**src/rtl/uart_tx_sequencer_pkg.sv**
```systemverilog
// Shared types and constants for the UART transmit sequencer.
// Encodings are fixed so the status word layout stays stable for firmware.
package uart_seq_pkg;

  typedef enum logic [1:0] {
    IDLE    = 2'd0,
    SEND    = 2'd1,
    SEND_CR = 2'd2
  } state_t;

  localparam logic [7:0] ASCII_LF = 8'h0A;
  localparam logic [7:0] ASCII_CR = 8'h0D;

  localparam int STATUS_BUSY_BIT = 9;
  localparam int STATUS_OVF_BIT  = 10;

  // Level is carried in the low five bits; wider levels are truncated.
  function automatic logic [31:0] pack_status(input logic ovf, input logic bsy,
                                              input logic [31:0] lvl);
    logic [31:0] s;
    s = '0;
    s[4:0] = lvl[4:0];
    s[STATUS_BUSY_BIT] = bsy;
    s[STATUS_OVF_BIT] = ovf;
    return s;
  endfunction

endpackage

```
**src/rtl/uart_tx_sequencer_if.sv**
```systemverilog
// Byte handshake between the sequencer (master) and the UART emitter (slave).
interface uart_tx_sequencer_if;
  logic [7:0] tx_data;
  logic       tx_valid;
  logic       tx_ready;

  modport master (output tx_data, output tx_valid, input tx_ready);
  modport slave  (input tx_data, input tx_valid, output tx_ready);
endinterface

```
**src/rtl/uart_tx_sequencer_fifo.sv**
```systemverilog
// Synchronous FIFO with one extra pointer bit to separate full from empty.
// The head is read from registered storage, so a fresh push is visible one cycle later.
module sync_fifo #(
  parameter int WIDTH = 8,
  parameter int DEPTH = 16,
  localparam int LVL_W = $clog2(DEPTH) + 1,
  localparam int AW = $clog2(DEPTH)
) (
  input  logic             clk,
  input  logic             rst,
  input  logic             push,
  input  logic [WIDTH-1:0] push_data,
  input  logic             pop,
  output logic [WIDTH-1:0] head,
  output logic             full,
  output logic             empty,
  output logic [LVL_W-1:0] level
);

  logic [WIDTH-1:0] mem [DEPTH];
  logic [LVL_W-1:0] wr_ptr;
  logic [LVL_W-1:0] rd_ptr;
  logic             wr_en;
  logic             rd_en;

  assign wr_en = push && !full;
  assign rd_en = pop && !empty;

  always_ff @(posedge clk) begin
    if (rst) begin
      wr_ptr <= '0;
      rd_ptr <= '0;
    end else begin
      if (wr_en) wr_ptr <= wr_ptr + LVL_W'(1);
      if (rd_en) rd_ptr <= rd_ptr + LVL_W'(1);
    end
  end

  always_ff @(posedge clk) begin
    if (wr_en) mem[wr_ptr[AW-1:0]] <= push_data;
  end

  assign head  = mem[rd_ptr[AW-1:0]];
  assign empty = (wr_ptr == rd_ptr);
  assign full  = (wr_ptr[LVL_W-1] != rd_ptr[LVL_W-1]) &&
                 (wr_ptr[AW-1:0] == rd_ptr[AW-1:0]);
  assign level = wr_ptr - rd_ptr;

endmodule

```
**src/rtl/uart_tx_sequencer.sv**
```systemverilog
// Queues CPU-written bytes and hands them one at a time to the UART emitter.
// Optional macro UART_TX_CRLF_EN inserts a CR ahead of every LF.
module uart_tx_sequencer
  import uart_seq_pkg::*;
#(
  parameter int DEPTH = 16,
  localparam int LVL_W = $clog2(DEPTH) + 1
) (
  input  logic                   clk,
  input  logic                   rst,
  input  logic                   push,
  input  logic [7:0]             push_data,
  input  logic                   clr_ovf,
  uart_tx_sequencer_if.master    tx,
  output logic                   busy,
  output logic                   full,
  output logic                   overflow,
  output logic [LVL_W-1:0]       level,
  output logic [31:0]            status
);

  state_t     state, state_n;
  logic [7:0] tx_data_q, tx_data_n;
  logic       tx_valid_q, tx_valid_n;
  logic       pop;
  logic       empty;
  logic [7:0] head;
`ifdef UART_TX_CRLF_EN
  logic       cr_sent, cr_sent_n;
`endif

  sync_fifo #(.WIDTH(8), .DEPTH(DEPTH)) u_fifo (
    .clk       (clk),
    .rst       (rst),
    .push      (push),
    .push_data (push_data),
    .pop       (pop),
    .head      (head),
    .full      (full),
    .empty     (empty),
    .level     (level)
  );

  always_ff @(posedge clk) begin
    if (rst) begin
      state      <= IDLE;
      tx_data_q  <= 8'h00;
      tx_valid_q <= 1'b0;
`ifdef UART_TX_CRLF_EN
      cr_sent    <= 1'b0;
`endif
    end else begin
      state      <= state_n;
      tx_data_q  <= tx_data_n;
      tx_valid_q <= tx_valid_n;
`ifdef UART_TX_CRLF_EN
      cr_sent    <= cr_sent_n;
`endif
    end
  end

  // Bytes are only loaded in IDLE, so tx_data never moves under a pending valid.
  always_comb begin
    state_n    = state;
    tx_data_n  = tx_data_q;
    tx_valid_n = tx_valid_q;
    pop        = 1'b0;
`ifdef UART_TX_CRLF_EN
    cr_sent_n  = cr_sent;
`endif
    case (state)
      IDLE: begin
        if (!empty) begin
`ifdef UART_TX_CRLF_EN
          if (head == ASCII_LF && !cr_sent) begin
            tx_data_n  = ASCII_CR;
            tx_valid_n = 1'b1;
            cr_sent_n  = 1'b1;
            state_n    = SEND_CR;
          end else begin
            tx_data_n  = head;
            tx_valid_n = 1'b1;
            pop        = 1'b1;
            cr_sent_n  = 1'b0;
            state_n    = SEND;
          end
`else
          tx_data_n  = head;
          tx_valid_n = 1'b1;
          pop        = 1'b1;
          state_n    = SEND;
`endif
        end
      end
      SEND, SEND_CR: begin
        if (tx_valid_q && tx.tx_ready) begin
          tx_valid_n = 1'b0;
          state_n    = IDLE;
        end
      end
      default: state_n = IDLE;
    endcase
  end

  // A dropped push outranks a clear in the same cycle so no loss goes unreported.
  always_ff @(posedge clk) begin
    if (rst) overflow <= 1'b0;
    else if (push && full) overflow <= 1'b1;
    else if (clr_ovf) overflow <= 1'b0;
  end

  assign tx.tx_data  = tx_data_q;
  assign tx.tx_valid = tx_valid_q;
  assign busy        = !empty || tx_valid_q;
  assign status      = pack_status(overflow, busy, 32'(level));

endmodule

```
**src/flat_wrapper.sv**
```systemverilog
// flat-port wrapper written by rule: the top's interface ports become plain ports
module uart_tx_sequencer_flat import uart_seq_pkg::*;
#(
  parameter int DEPTH = 16,
  localparam int LVL_W = $clog2(DEPTH) + 1
)
  (clk, rst, push, push_data, clr_ovf, busy, full, overflow, level, status, tx_tx_data, tx_tx_valid, tx_tx_ready);
  uart_tx_sequencer_if tx_i ();
  input  logic clk;
  input  logic rst;
  input  logic push;
  input  logic [7:0] push_data;
  input  logic clr_ovf;
  output logic busy;
  output logic full;
  output logic overflow;
  output logic [LVL_W-1:0] level;
  output logic [31:0] status;
  output wire logic [$bits(tx_i.tx_data)-1:0] tx_tx_data;
  output wire logic [$bits(tx_i.tx_valid)-1:0] tx_tx_valid;
  input wire logic [$bits(tx_i.tx_ready)-1:0] tx_tx_ready;
  assign tx_tx_data = tx_i.tx_data;
  assign tx_tx_valid = tx_i.tx_valid;
  assign tx_i.tx_ready = tx_tx_ready;
  uart_tx_sequencer #(.DEPTH(DEPTH)) u_core (.clk(clk), .rst(rst), .push(push), .push_data(push_data), .clr_ovf(clr_ovf), .tx(tx_i), .busy(busy), .full(full), .overflow(overflow), .level(level), .status(status));
endmodule
```
**config.mk**
```make
export PLATFORM = sky130hd
export DESIGN_NAME = uart_tx_sequencer_flat
export DESIGN_NICKNAME = d
export VERILOG_FILES = /design/src/rtl/uart_tx_sequencer_pkg.sv /design/src/rtl/uart_tx_sequencer_if.sv /design/src/rtl/uart_tx_sequencer_fifo.sv /design/src/rtl/uart_tx_sequencer.sv /design/src/flat_wrapper.sv
export SDC_FILE = /design/constraint.sdc
export NUM_CORES = 1
export LEC_CHECK = 0
export ABC_AREA = 1
export CAP_MARGIN = 15
export CORE_MARGIN = 2
export CORE_UTILIZATION = 52
export CTS_CLUSTER_DIAMETER = 50
export DETAILED_ROUTE_END_ITERATION = 16
export GPL_ROUTABILITY_DRIVEN = 0
export PLACE_DENSITY_LB_ADDON = 0.1
export SYNTH_ARGS = -nofsm -noshare
export SYNTH_HDL_FRONTEND = slang
export SYNTH_SLANG_ARGS = --single-unit
```
**constraint.sdc**
```tcl
create_clock -name clk -period 2.5 [get_ports clk]
set_input_delay 0.625 -clock clk [delete_from_list [all_inputs] [get_ports clk]]
set_output_delay 0.625 -clock clk [all_outputs]
set_load 0.05 [all_outputs]
```
Word level (Yosys, flattened, before mapping)
Memories as Yosys holds them, arrays and structs flattened. A register that Yosys moved wholly into a read port is not among the register bits.
Index checks and enable logic that the tools add are counted.
{ "op_classes": {"n_addsub": 3, "muxes": 12, "n_reduce_logical": 15, "n_eq_ne": 7, "bitwise_logic": 1} }
{ "ops": {"columns": ["operator", "count"], "rows": [
  ["$add A5 B1 Y5 const B", 2],
  ["$mux W1", 8],
  ["$eq A5 B5 Y1", 1],
  ["$logic_and A1 B1 Y1", 5],
  ["$sub A5 B5 Y5", 1],
  ["$eq A4 B4 Y1", 1],
  ["$mux W2", 2],
  ["$pmux W2 S2", 1],
  ["$reduce_and A2 Y1", 2],
  ["$reduce_bool A2 Y1", 2],
  ["$reduce_and A3 Y1", 1],
  ["$eq A2 B1 Y1 const B", 1],
  ["$eq A2 B2 Y1 const B", 1],
  ["$logic_not A1 Y1", 2],
  ["$logic_not A2 Y1", 1],
  ["$ne A2 B1 Y1 const B", 1],
  ["$ne A2 B2 Y1 const B", 1],
  ["$pmux W1 S2", 1],
  ["$reduce_or A2 Y1", 1],
  ["$logic_or A1 B1 Y1", 1],
  ["$ne A1 B1 Y1", 1],
  ["$not A1 Y1", 1]
]} }
{ "totals": {"ram_bits": 128, "register_bits": 14, "n_memories": 1, "out_inout_bits": 49, "wordCells": 44, "inputBits": 13} }
{ "memory_table": {"columns": ["memory", "depth", "width", "rd", "rd_ports_with_merged_regs", "write_ports", "line", "rtl"], "rows": [
  ["u_core.u_fifo.mem", 16, 8, 1, 1, 1, "uart_tx_sequencer_fifo.sv:20", "logic [WIDTH-1:0] mem [DEPTH];"]
]} }

Logic depth before layout (Yosys ltp)
{ "logic_depth": {"ltp_word": 6, "mapped_depth": 13, "ltp_nobuf": 10} }

By module
Synthesis repeated with hierarchy kept, for this count alone.
{ "unflattened": {"hier_cells": 754, "hier_area_um2": 7134.3} }
{ "by_module_without_submodules": {"columns": ["module", "instances", "seq_area_each_um2", "area_each_um2", "cells_per_inst"], "rows": [
  ["sync_fifo", 1, 4124.0, 6475.0, 658],
  ["uart_tx_sequencer", 1, 200.2, 659.4, 96]
]} }

Worst setup path after synthesis
OpenSTA, ideal clock, no wires.
{ "synth_path": {"kind": "flip-flop to output port", "from": "register u_core.u_fifo.wr_ptr[0]", "to": "output port status[4]", "path_stages_with_launch": 7, "arrival_ns": 2.481, "required_time_ns": 1.875, "n_path_buf": 1, "path_slack_ns": -0.606, "cell_sequence": "dfxtp_1 inv_1 ha_1 fa_1 o21ai_0 xor2_1 buf_4"} }
{ "synth_between": {"elab_chain_len": 1} }
{ "synth_lines": {"columns": ["element", "line", "rtl"], "rows": [
  ["start: declaration", "uart_tx_sequencer_fifo.sv:21", "logic [LVL_W-1:0] wr_ptr;"],
  ["start signal: assignment", "uart_tx_sequencer_fifo.sv:34", "if (wr_en) wr_ptr <= wr_ptr + LVL_W'(1);"],
  ["$sub A5 B5 Y5", "uart_tx_sequencer_fifo.sv:47", "assign level = wr_ptr - rd_ptr;"],
  ["end: declaration", "flat_wrapper.sv:18", "output logic [31:0] status;"]
]} }
No other way between the ends.

Worst setup path after layout
Ends and elaborated chain as after synthesis.

==> results.sh <==
export IMPL_status="complete, but fails checks"
export IMPL_violations="negative setup slack"
export IMPL_grt_pass1_vias=4480
export IMPL_crit_fanout=2
export IMPL_drc=0
export IMPL_htree_num_levels=4
export IMPL_hold_buffers=0
export IMPL_start_util_pct=53.38
export IMPL_power_density_nw_per_um2=1027
export IMPL_grt_util_all_layers_pct=22.85
export IMPL_seq_area_frac_synth_pct=63.00
export IMPL_yosys_warnings=0
export IMPL_ios=62
export IMPL_reg2reg_to="u_core.tx.tx_data[3]"
export IMPL_cts_sinks=148
export IMPL_wl_met2_um=7720
export IMPL_finalCritPeriodShare_pct=101.6
export IMPL_grt_pass1_wl_um=23900
export IMPL_tns_ps=-77.12
export IMPL_tightest_slew_ps=787.0
export IMPL_place_ws_ps=56.43
export IMPL_drt_iter0_markers=329
export IMPL_vdd_drop_max_v=0.0007759
export IMPL_synthesis_area_um2=6736
export IMPL_syn_to_final_growth_pct=18.89
export IMPL_crit_required_ps=1880
export IMPL_final_layout_size_suffix_gt1_share_pct=13.59
export IMPL_cts_buffers=17
export IMPL_die_y_um=117.8
export IMPL_max_cap_viol_count=0
export IMPL_insertion_delay_ps=420
export IMPL_dr_max_layer_used="met4"
export IMPL_grt_overflow=0
export IMPL_worstPathArrival_ps=1910
export IMPL_num_rows=41
export IMPL_endpoint="status[4]"
export IMPL_slew_violations=0
export IMPL_fmax_mhz=393.8
export IMPL_fin_hold_ws_ps=478.8
export IMPL_clock_root_buffer="clkbuf_16"
export IMPL_utilization_pct=63.46
export IMPL_synth_seq_cells=148
export IMPL_r2r_cells=9
export IMPL_die_w_um=117.8
export IMPL_avgSynthCellArea_um2=9.936
export IMPL_hold_viol=0
export IMPL_antenna_cells=0
export IMPL_endpoint_kind="output pin"
export IMPL_drt_wl_total_um=14980
export IMPL_antenna_left=0
export IMPL_cts_max_path_buffers=2
export IMPL_worst_slack_ps=-39.42
export IMPL_dieArea_um2=13880
export IMPL_cts_tree="built"
export IMPL_coreArea_um2=12620
export IMPL_critPathLaunch="u_core.u_fifo.wr_ptr[0]"
export IMPL_wl_met1_um=6491
export IMPL_nNetsFinal=753
export IMPL_hpwl_um=9365
export IMPL_drt_vias_per_instance=4.960
export IMPL_critPathKind="register to output pin"
export IMPL_antenna_found_initial=0
export IMPL_setup_viol=2
export IMPL_reg2reg_from="u_core.u_fifo.rd_ptr[0]"
export IMPL_syn_inst=678
export IMPL_dr_pass1_iters=5
export IMPL_detail_route_wl_per_cell_um=16.38
export IMPL_max_slew_margin_pct=47.37
export IMPL_total_leakage_power_nw=3.337
export IMPL_ys_types=28
export IMPL_start_kind="register"
export IMPL_via_count=4538
export IMPL_fin_skew_ps=10.20
export IMPL_grt_setup_unrepaired="true"
export IMPL_grt_max_degree=68
export IMPL_wl_met3_um=506
export IMPL_period_needed_ps=2539
export IMPL_io_buffers=36
export IMPL_worst_r2r_setup_slack_ps=430
export IMPL_hold_path_class="register to register"
export IMPL_path_clk_slew_ps=50
==> synthesized netlist by cell type <==
library cell	count	area (um2)
a21oi_1	28	140.1
a21oi_2	1	8.760
buf_1	2	7.510
buf_2	16	80.08
buf_4	35	262.8
buf_6	2	22.52
clkbuf_1	5	18.77
clkinv_1	1	3.750
conb_1	1	3.750
dfxtp_1	20	400.4
edfxtp_1	128	3844
fa_1	1	20.02
ha_1	9	112.6
inv_1	95	356.6
inv_2	3	11.26
inv_4	1	6.260
nand2_1	182	683.2
nand2_2	2	12.51
nand2_4	1	11.26
nand3_1	93	465.5
nand3_2	1	10.01
nor2_1	24	90.09
nor2_4	1	11.26
nor2b_1	1	6.260
nor3_1	3	15.01
o21ai_0	16	80.08
xnor2_1	1	8.760
xor2_1	5	43.79
==> area by class of cell <==
class | count | area (um2)
Inverter | 100 | 380.4
Fill cell | 1065 | 4611
Clock buffer | 27 | 503.0
Clock inverter | 5 | 25.02
Multi-Input combinational cell | 394 | 1947
Sequential cell | 148 | 4250
Tap cell | 172 | 215.2
Timing Repair Buffer | 69 | 688.2
==> cell usage in the layout (no fill, tap or decap), types with 14 or more instances in the layout <==
master             n
clkbuf_16         17
nor2_1            24
o21ai_0           14
edfxtp_1         128
nand3_1           92
inv_1             94
buf_4             37
conb_1            25
clkdlybuf4s50_1   23
nand2_1          182
a21oi_1           26
dfxtp_1           15
==> state kept, by name, indices dropped and copies added, names as in the netlist <==
signal and flops:
u_core.overflow 1, u_core.u_fifo.wr_ptr 5, u_core.tx.tx_data 8, u_core.tx.tx_valid 1, u_core.u_fifo.rd_ptr 5, u_core.u_fifo.mem 128
==> repair_timing <==
action | 4_1_cts | 5_1_grt
pin swaps | 6 | 1
gates resized for setup | 13 | 2
buffers inserted | 3 | 1
cloned | 0 | 0
setup endpoints to repair | 11 | 7
==> routing by layer <==
metal	global-route usage (%)	vias to the layer above
met3	4.845	23
met2	38.23	95
li1	-	2251
met1	29.49	2169
met5	0	-
met4	8.283	0
==> worst min-delay path by stage <==
stage	from	to	slack [ps]	depth (start not counted)
3_5_place_dp	u_core.overflow	u_core.overflow	480	2
4_1_cts	u_core.overflow	u_core.overflow	490	2
3_3_place_gp	u_core.overflow	u_core.overflow	470	2
2_1_floorplan	u_core.u_fifo.rd_ptr[4]	u_core.u_fifo.rd_ptr[4]	460	2
5_1_grt	u_core.overflow	u_core.overflow	510	2
6_report	u_core.overflow	u_core.overflow	480	2
==> power breakdown <==
part | internal, W | switching, W | total, W
Combinational | 0.00103 | 0.00208 | 0.00311
Sequential | 0.00279 | 0.0000705 | 0.00286
Clock | 0.00137 | 0.000894 | 0.00226
==> metrics by stage <==
step                      total power (W)  cell area [um2]  instances
after floorplan                  0.005111             6912        702
after global placement           0.005937             7386        879
after detailed placement         0.005970             7386        879
after CTS                        0.008262             7990        914
after global routing             0.008613             8009        915
final                            0.008228             8009        915
==> critical path, stage by stage (launching register included) <==
cell and delay [ps]:
dfxtp_2 360, inv_4 50, ha_4 150, fa_2 360, o21ai_4 180, xor2_4 230
buf_12 170
==> cell families after synthesis <==
| kind of cell | share of synthesized area [%] |
|---|---|
| flip-flops | 63.00 |
| XOR/XNOR | 0.7801 |
| AND/OR/NAND/NOR | 19.37 |
| adder cells (fa/ha/maj) | 1.969 |
| buffers and inverters | 11.42 |
| other | 0.05567 |
| AO/OA/AOI/OAI | 3.399 |
(Power assumes the default switching activity.)
